`config.mk`:
```
export PLATFORM = sky130hd
export DESIGN_NAME = alu_serial_ctrl_flat
export DESIGN_NICKNAME = d
export VERILOG_FILES = /design/src/rtl/alu_serial_ctrl_if.sv /design/src/rtl/alu_serial_ctrl.sv /design/src/flat_wrapper.sv
export SDC_FILE = /design/constraint.sdc
export NUM_CORES = 1
export LEC_CHECK = 0
export BUFFER_PORTS_ARGS = -buffer_cell sky130_fd_sc_hd__buf_2
export CORE_ASPECT_RATIO = 1.2
export CORE_UTILIZATION = 27
export DETAILED_ROUTE_END_ITERATION = 12
export HOLD_SLACK_MARGIN = 0.05
export PLACE_DENSITY_LB_ADDON = 0.12
export SETUP_SLACK_MARGIN = 0.02
export SLEW_MARGIN = 5
export SYNTH_ARGS = -nofsm -noshare
export SYNTH_HDL_FRONTEND = slang
export SYNTH_SLANG_ARGS = --single-unit
```
`constraint.sdc`:
```
create_clock -name clk -period 2.1 [get_ports clk]
set_clock_uncertainty 0.05 [all_clocks]
set_input_delay 0.105 -clock clk [delete_from_list [all_inputs] [get_ports clk]]
set_output_delay 0.105 -clock clk [all_outputs]
set_load 0.03 [all_outputs]
```
`src/rtl/alu_serial_ctrl_if.sv`:
```
// Bundle of the request/response and ALU-slice signals of the bit-serial sequencer.
// The slave modport is the sequencer; the master side issues requests and hosts the slice.
interface alu_serial_ctrl_if #(
    parameter int unsigned WIDTH = 128
);
    logic             start;
    logic [WIDTH-1:0] op1;
    logic [WIDTH-1:0] op2;
    logic             cin;
    logic [2:0]       opsel;
    logic             mode;

    logic             busy;
    logic             done;
    logic [WIDTH-1:0] result;
    logic             c_flag;
    logic             z_flag;
    logic             o_flag;
    logic             s_flag;

    logic             slice_op1;
    logic             slice_op2;
    logic             slice_cin;
    logic [2:0]       slice_opsel;
    logic             slice_mode;
    logic             slice_result;
    logic             slice_cout;

    modport master (
        output start, op1, op2, cin, opsel, mode, slice_result, slice_cout,
        input  busy, done, result, c_flag, z_flag, o_flag, s_flag,
               slice_op1, slice_op2, slice_cin, slice_opsel, slice_mode
    );

    modport slave (
        input  start, op1, op2, cin, opsel, mode, slice_result, slice_cout,
        output busy, done, result, c_flag, z_flag, o_flag, s_flag,
               slice_op1, slice_op2, slice_cin, slice_opsel, slice_mode
    );
endinterface

```
`src/rtl/alu_serial_ctrl.sv`:
```
// Bit-serial sequencer: walks a 1-bit ALU slice LSB-first over WIDTH bits,
// chaining carry, assembling the result and producing C/Z/O/S flags plus a done pulse.
module alu_serial_ctrl #(
    parameter int unsigned WIDTH = 128
) (
    input logic              clk,
    input logic              rst,
    alu_serial_ctrl_if.slave bus
);
    localparam int unsigned IW = $clog2(WIDTH);

    typedef enum logic [1:0] {IDLE, RUN, DONE} state_t;

    state_t           state;
    logic [WIDTH-1:0] a_sr;
    logic [WIDTH-1:0] b_sr;
    logic [WIDTH-1:0] acc;
    logic [IW-1:0]    idx;
    logic             carry;
    logic [2:0]       opsel_q;
    logic             mode_q;

    logic             run;
    logic [WIDTH-1:0] acc_next;
    logic             carry_next;

    // Operands shift right so bit[index] is always at position 0; result fills from the MSB.
    assign run        = (state == RUN);
    assign acc_next   = {bus.slice_result, acc[WIDTH-1:1]};
    assign carry_next = ~mode_q & bus.slice_cout;

    assign bus.slice_op1   = run & a_sr[0];
    assign bus.slice_op2   = run & b_sr[0];
    assign bus.slice_cin   = run & carry;
    assign bus.slice_opsel = run ? opsel_q : '0;
    assign bus.slice_mode  = run & mode_q;

    always_ff @(posedge clk) begin
        if (rst) begin
            state      <= IDLE;
            a_sr       <= '0;
            b_sr       <= '0;
            acc        <= '0;
            idx        <= '0;
            carry      <= 1'b0;
            opsel_q    <= '0;
            mode_q     <= 1'b0;
            bus.busy   <= 1'b0;
            bus.done   <= 1'b0;
            bus.result <= '0;
            bus.c_flag <= 1'b0;
            bus.z_flag <= 1'b0;
            bus.o_flag <= 1'b0;
            bus.s_flag <= 1'b0;
        end else begin
            case (state)
                IDLE: begin
                    if (bus.start) begin
                        a_sr     <= bus.op1;
                        b_sr     <= bus.op2;
                        acc      <= '0;
                        opsel_q  <= bus.opsel;
                        mode_q   <= bus.mode;
                        idx      <= '0;
                        carry    <= ~bus.mode & bus.cin;
                        bus.busy <= 1'b1;
                        state    <= RUN;
                    end
                end
                RUN: begin
                    acc   <= acc_next;
                    a_sr  <= a_sr >> 1;
                    b_sr  <= b_sr >> 1;
                    carry <= carry_next;
                    if (idx == IW'(WIDTH - 1)) begin
                        // carry still holds the carry into the MSB here, so overflow is formed directly
                        bus.result <= acc_next;
                        bus.c_flag <= carry_next;
                        bus.o_flag <= ~mode_q & (carry ^ bus.slice_cout);
                        bus.z_flag <= (acc_next == '0);
                        bus.s_flag <= bus.slice_result;
                        bus.busy   <= 1'b0;
                        bus.done   <= 1'b1;
                        state      <= DONE;
                    end else begin
                        idx <= idx + IW'(1);
                    end
                end
                DONE: begin
                    bus.done <= 1'b0;
                    state    <= IDLE;
                end
                default: begin
                    bus.busy <= 1'b0;
                    bus.done <= 1'b0;
                    state    <= IDLE;
                end
            endcase
        end
    end
endmodule

```
`src/flat_wrapper.sv`:
```
// flat-port wrapper written by rule: the top's interface ports become plain ports
module alu_serial_ctrl_flat 
#(
    parameter int unsigned WIDTH = 128
)
  (clk, rst, bus_start, bus_op1, bus_op2, bus_cin, bus_opsel, bus_mode, bus_slice_result, bus_slice_cout, bus_busy, bus_done, bus_result, bus_c_flag, bus_z_flag, bus_o_flag, bus_s_flag, bus_slice_op1, bus_slice_op2, bus_slice_cin, bus_slice_opsel, bus_slice_mode);
  alu_serial_ctrl_if #(.WIDTH(WIDTH)) bus_i ();
  input logic clk;
  input logic rst;
  input wire logic [$bits(bus_i.start)-1:0] bus_start;
  input wire logic [$bits(bus_i.op1)-1:0] bus_op1;
  input wire logic [$bits(bus_i.op2)-1:0] bus_op2;
  input wire logic [$bits(bus_i.cin)-1:0] bus_cin;
  input wire logic [$bits(bus_i.opsel)-1:0] bus_opsel;
  input wire logic [$bits(bus_i.mode)-1:0] bus_mode;
  input wire logic [$bits(bus_i.slice_result)-1:0] bus_slice_result;
  input wire logic [$bits(bus_i.slice_cout)-1:0] bus_slice_cout;
  output wire logic [$bits(bus_i.busy)-1:0] bus_busy;
  output wire logic [$bits(bus_i.done)-1:0] bus_done;
  output wire logic [$bits(bus_i.result)-1:0] bus_result;
  output wire logic [$bits(bus_i.c_flag)-1:0] bus_c_flag;
  output wire logic [$bits(bus_i.z_flag)-1:0] bus_z_flag;
  output wire logic [$bits(bus_i.o_flag)-1:0] bus_o_flag;
  output wire logic [$bits(bus_i.s_flag)-1:0] bus_s_flag;
  output wire logic [$bits(bus_i.slice_op1)-1:0] bus_slice_op1;
  output wire logic [$bits(bus_i.slice_op2)-1:0] bus_slice_op2;
  output wire logic [$bits(bus_i.slice_cin)-1:0] bus_slice_cin;
  output wire logic [$bits(bus_i.slice_opsel)-1:0] bus_slice_opsel;
  output wire logic [$bits(bus_i.slice_mode)-1:0] bus_slice_mode;
  assign bus_i.start = bus_start;
  assign bus_i.op1 = bus_op1;
  assign bus_i.op2 = bus_op2;
  assign bus_i.cin = bus_cin;
  assign bus_i.opsel = bus_opsel;
  assign bus_i.mode = bus_mode;
  assign bus_i.slice_result = bus_slice_result;
  assign bus_i.slice_cout = bus_slice_cout;
  assign bus_busy = bus_i.busy;
  assign bus_done = bus_i.done;
  assign bus_result = bus_i.result;
  assign bus_c_flag = bus_i.c_flag;
  assign bus_z_flag = bus_i.z_flag;
  assign bus_o_flag = bus_i.o_flag;
  assign bus_s_flag = bus_i.s_flag;
  assign bus_slice_op1 = bus_i.slice_op1;
  assign bus_slice_op2 = bus_i.slice_op2;
  assign bus_slice_cin = bus_i.slice_cin;
  assign bus_slice_opsel = bus_i.slice_opsel;
  assign bus_slice_mode = bus_i.slice_mode;
  alu_serial_ctrl #(.WIDTH(WIDTH)) u_core (.clk(clk), .rst(rst), .bus(bus_i));
endmodule
```
==> impl_metrics.toml <==
[logic_synthesis]
synth_seq_area_share_pct = 50.89
synth_cell_types = 29
synth_area_sq_um = 20850
yosysTopAreaCellShare_pct = 50.89
ys_warn_count = 0
yosys.area.top_type = "dfxtp_1"
syn_inst = 2686
ys_ff_latch = 530
syn_nets = 2953
synth.area.top_cells = "dfxtp_1, nand2_1, a311oi_1"
syn_area_per_cell_sq_um = 7.762

[sta]
max-slew-margin-rel_pct = 53.78
finalCritPeriodShare_pct = 93.33
report.final.slew_viol_count = 0
worst_pin_slew_ns = 0.6933
max_freq_mhz = 510.2
finalHoldViolCount = 0
fin_crit_ns = 1.960
tns_ns = 0
rsz0062_at_grt = "no"
setup_violations = 0

[clock_tree]
cts.clk_slew.worst_paths_ns = 0.06
clkSinkCount = 530
root_buffer = "clkbuf_16"
clock_path_buffers = 3
insertion_delay_ns = 0.61
cts_tree = "done"
numCtsBuffers = 59
htreeDepth = 2

[routing]
drt-initial-drc-count = 1317
vias_per_cell = 4.810
num_vias = 20770
wl_per_cell_um = 15.88
ant_nets = 0
first_pass_iters = 7
routed_wl_um = 68540
drcViolationCount = 0

[worst_setup_path]
crit_path_end_kind = "output port"
path_buf_inv = 3
slowest_delay_ns = 0.38
path_class = "reg2out"
crit_required_ns = 1.95
cp_top_family = "buffers and inverters"
cp.arrival_ns = 1.80
cp_slowest_cell = "dfxtp_4"
cp-start-kind = "register"
cp_max_fo = 16
path_cells = "nor2b_4 -> buf_12 -> buf_16 -> and2_1 -> buf_4"

[cells_and_area]
final_nets = 3516
utilization_pct = 37.86
syn_to_final_growth_pct = 38.71
final_common_cell = "nand2_1"
layout_common_cells = "nand2_1, dfxtp_1, buf_2"
final_cells = 4317
drive_gt1_share_pct = 17.74
num-fill-cells = 7974

[hold_path]
min-delay-path-class = "in2reg"

[floorplanning]
die_area_sq_um = 78340
coreArea_sq_um = 76390
ioPinCount = 407
num_rows = 111
initial_core_util_pct = 27.30
die_w_um = 255.7
die_h_um = 306.4

[job]
max-cap-violations = 0

[global_routing]
grt_pass1_wl_um = 109200
grt_pass1_vias = 20180
antenna_found_initial = 2
grt_max_degree = 127
grt_usage_pct = 16.87
gr-total-overflow = 0

[power_and_ir_drop]
p_leak_uw = 0.01142
pwr_density_cell_nw_per_um2 = 827.1
vdd_ir_drop_max_uv = 592.3

[placed_design]
place_congestion = 0.8079
dp.cells = 3927
io_buffer_count = 406
dp_hpwl_um = 43630

[outcome]
outcome = "finished, final reports clean"
==> report_power, final <==
part           total [uW]  switching (uW)  internal, uW
sequential          10700             226         10500
combinational        2500            1370          1140
clock               10700            4310          6370
total               23900            5910         18000
==> per-layer routing <==
layer	vias up	wire (um)	track usage, %
li1	10340	-	-
met1	9794	31540	22.45
met2	527	31950	27.89
met3	103	3460	2.918
met4	2	1580	4.790
met5	-	13	0
==> registers in the layout, indices dropped and copies added (netlist names) <==
signal and count:
u_core.a_sr 128, u_core.acc 127, u_core.bus.busy 1, u_core.bus.z_flag 1
u_core.bus.result 128, u_core.bus.o_flag 1, u_core.state 2, u_core.carry 1
u_core.bus.c_flag 1, u_core.mode_q 1, u_core.b_sr 128, u_core.idx 7
u_core.bus.done 1, u_core.opsel_q 3
==> worst reg2reg max path, delay by kind of cell (launching register included) <==
family	cells	cell delay, ns
buffers and inverters	1	0.21
and+or+nand+nor	3	1.16
DFF	1	0.34
AOI/OAI and AO/OA	1	0.14
==> final timing paths <==
kind	start	slack (ns)	end	cells past startpoint
worst min-delay path	bus_op2[43]	0.26	u_core.b_sr[43]	4
worst max register to register	u_core.acc[71]	0.15	u_core.bus.z_flag	5
worst max-delay path	u_core.state[0]	0.14	bus_slice_cin	5
worst min register to register	u_core.bus.result[98]	0.40	u_core.bus.result[98]	2
==> cell type report <==
cell class              count  area [sq um]  share of cell area [%]
clock buffers              82          1664                   5.754
repair buffers            750          5833                   20.17
well taps                1017          1272                   4.400
diodes                      2         5.005                 0.01730
flip-flops and latches    530         10620                   36.70
multi-input cells        1908          9196                   31.80
clock inverters            28         335.3                   1.159
==> synthesized netlist by cell type, drive strengths merged <==
cell	count
o21a	1
nor3	7
xnor2	1
dfxtp	530
or4	1
a211oi	1
and2	9
a31o	1
and3	1
a21oi	266
ha	1
clkbuf	110
nor2	268
nor4	34
or2	1
a22oi	2
a311oi	257
and4	1
buf	138
nor2b	2
or3	1
nand2b	2
o21ai	4
nand3	129
nor3b	2
nand4	10
nand2	906
==> kinds of logic (layout without fill, tap and decap cells) <==
kind of cell / after synthesis / in the layout / share of synthesized area (%)
and+or+nand+nor: 1374 / 1374 / 26.35
AOI/OAI and AO/OA: 532 / 532 / 17.46
DFF: 530 / 530 / 50.89
buffers and inverters: 248 / 860 / 5.197
adders and majority gates: 1 / 1 / 0.06000
xor gates and xnor gates: 1 / 1 / 0.04201
other: 0 / 2 / 0
==> stage by stage <==
step / worst slack [ns] / cell area, sq um / hold WS (ns) / power, uW
floorplan: 0.4447 / 20850 / 0.1910 / 12190
global placement: 0.07790 / 24060 / 0.2966 / 12970
detailed placement: 0.03792 / 24060 / 0.3042 / 13010
CTS: 0.02255 / 28870 / 0.2109 / 24350
global route: 0.03054 / 28920 / 0.2366 / 25040
finish: 0.1400 / 28920 / 0.2631 / 23920
==> what timing repair did <==
| item | CTS | global route |
|---|---|---|
| setup buffers | 1 | 4 |
| hold buffers | 271 | 0 |
| hold endpoints to repair | 321 | 0 |
| gates cloned | 2 | 0 |
| endpoints found under the setup margin | 7 | 68 |
| gates resized for setup | 9 | 6 |
No activity file was read; power rests on OpenSTA's default activity.
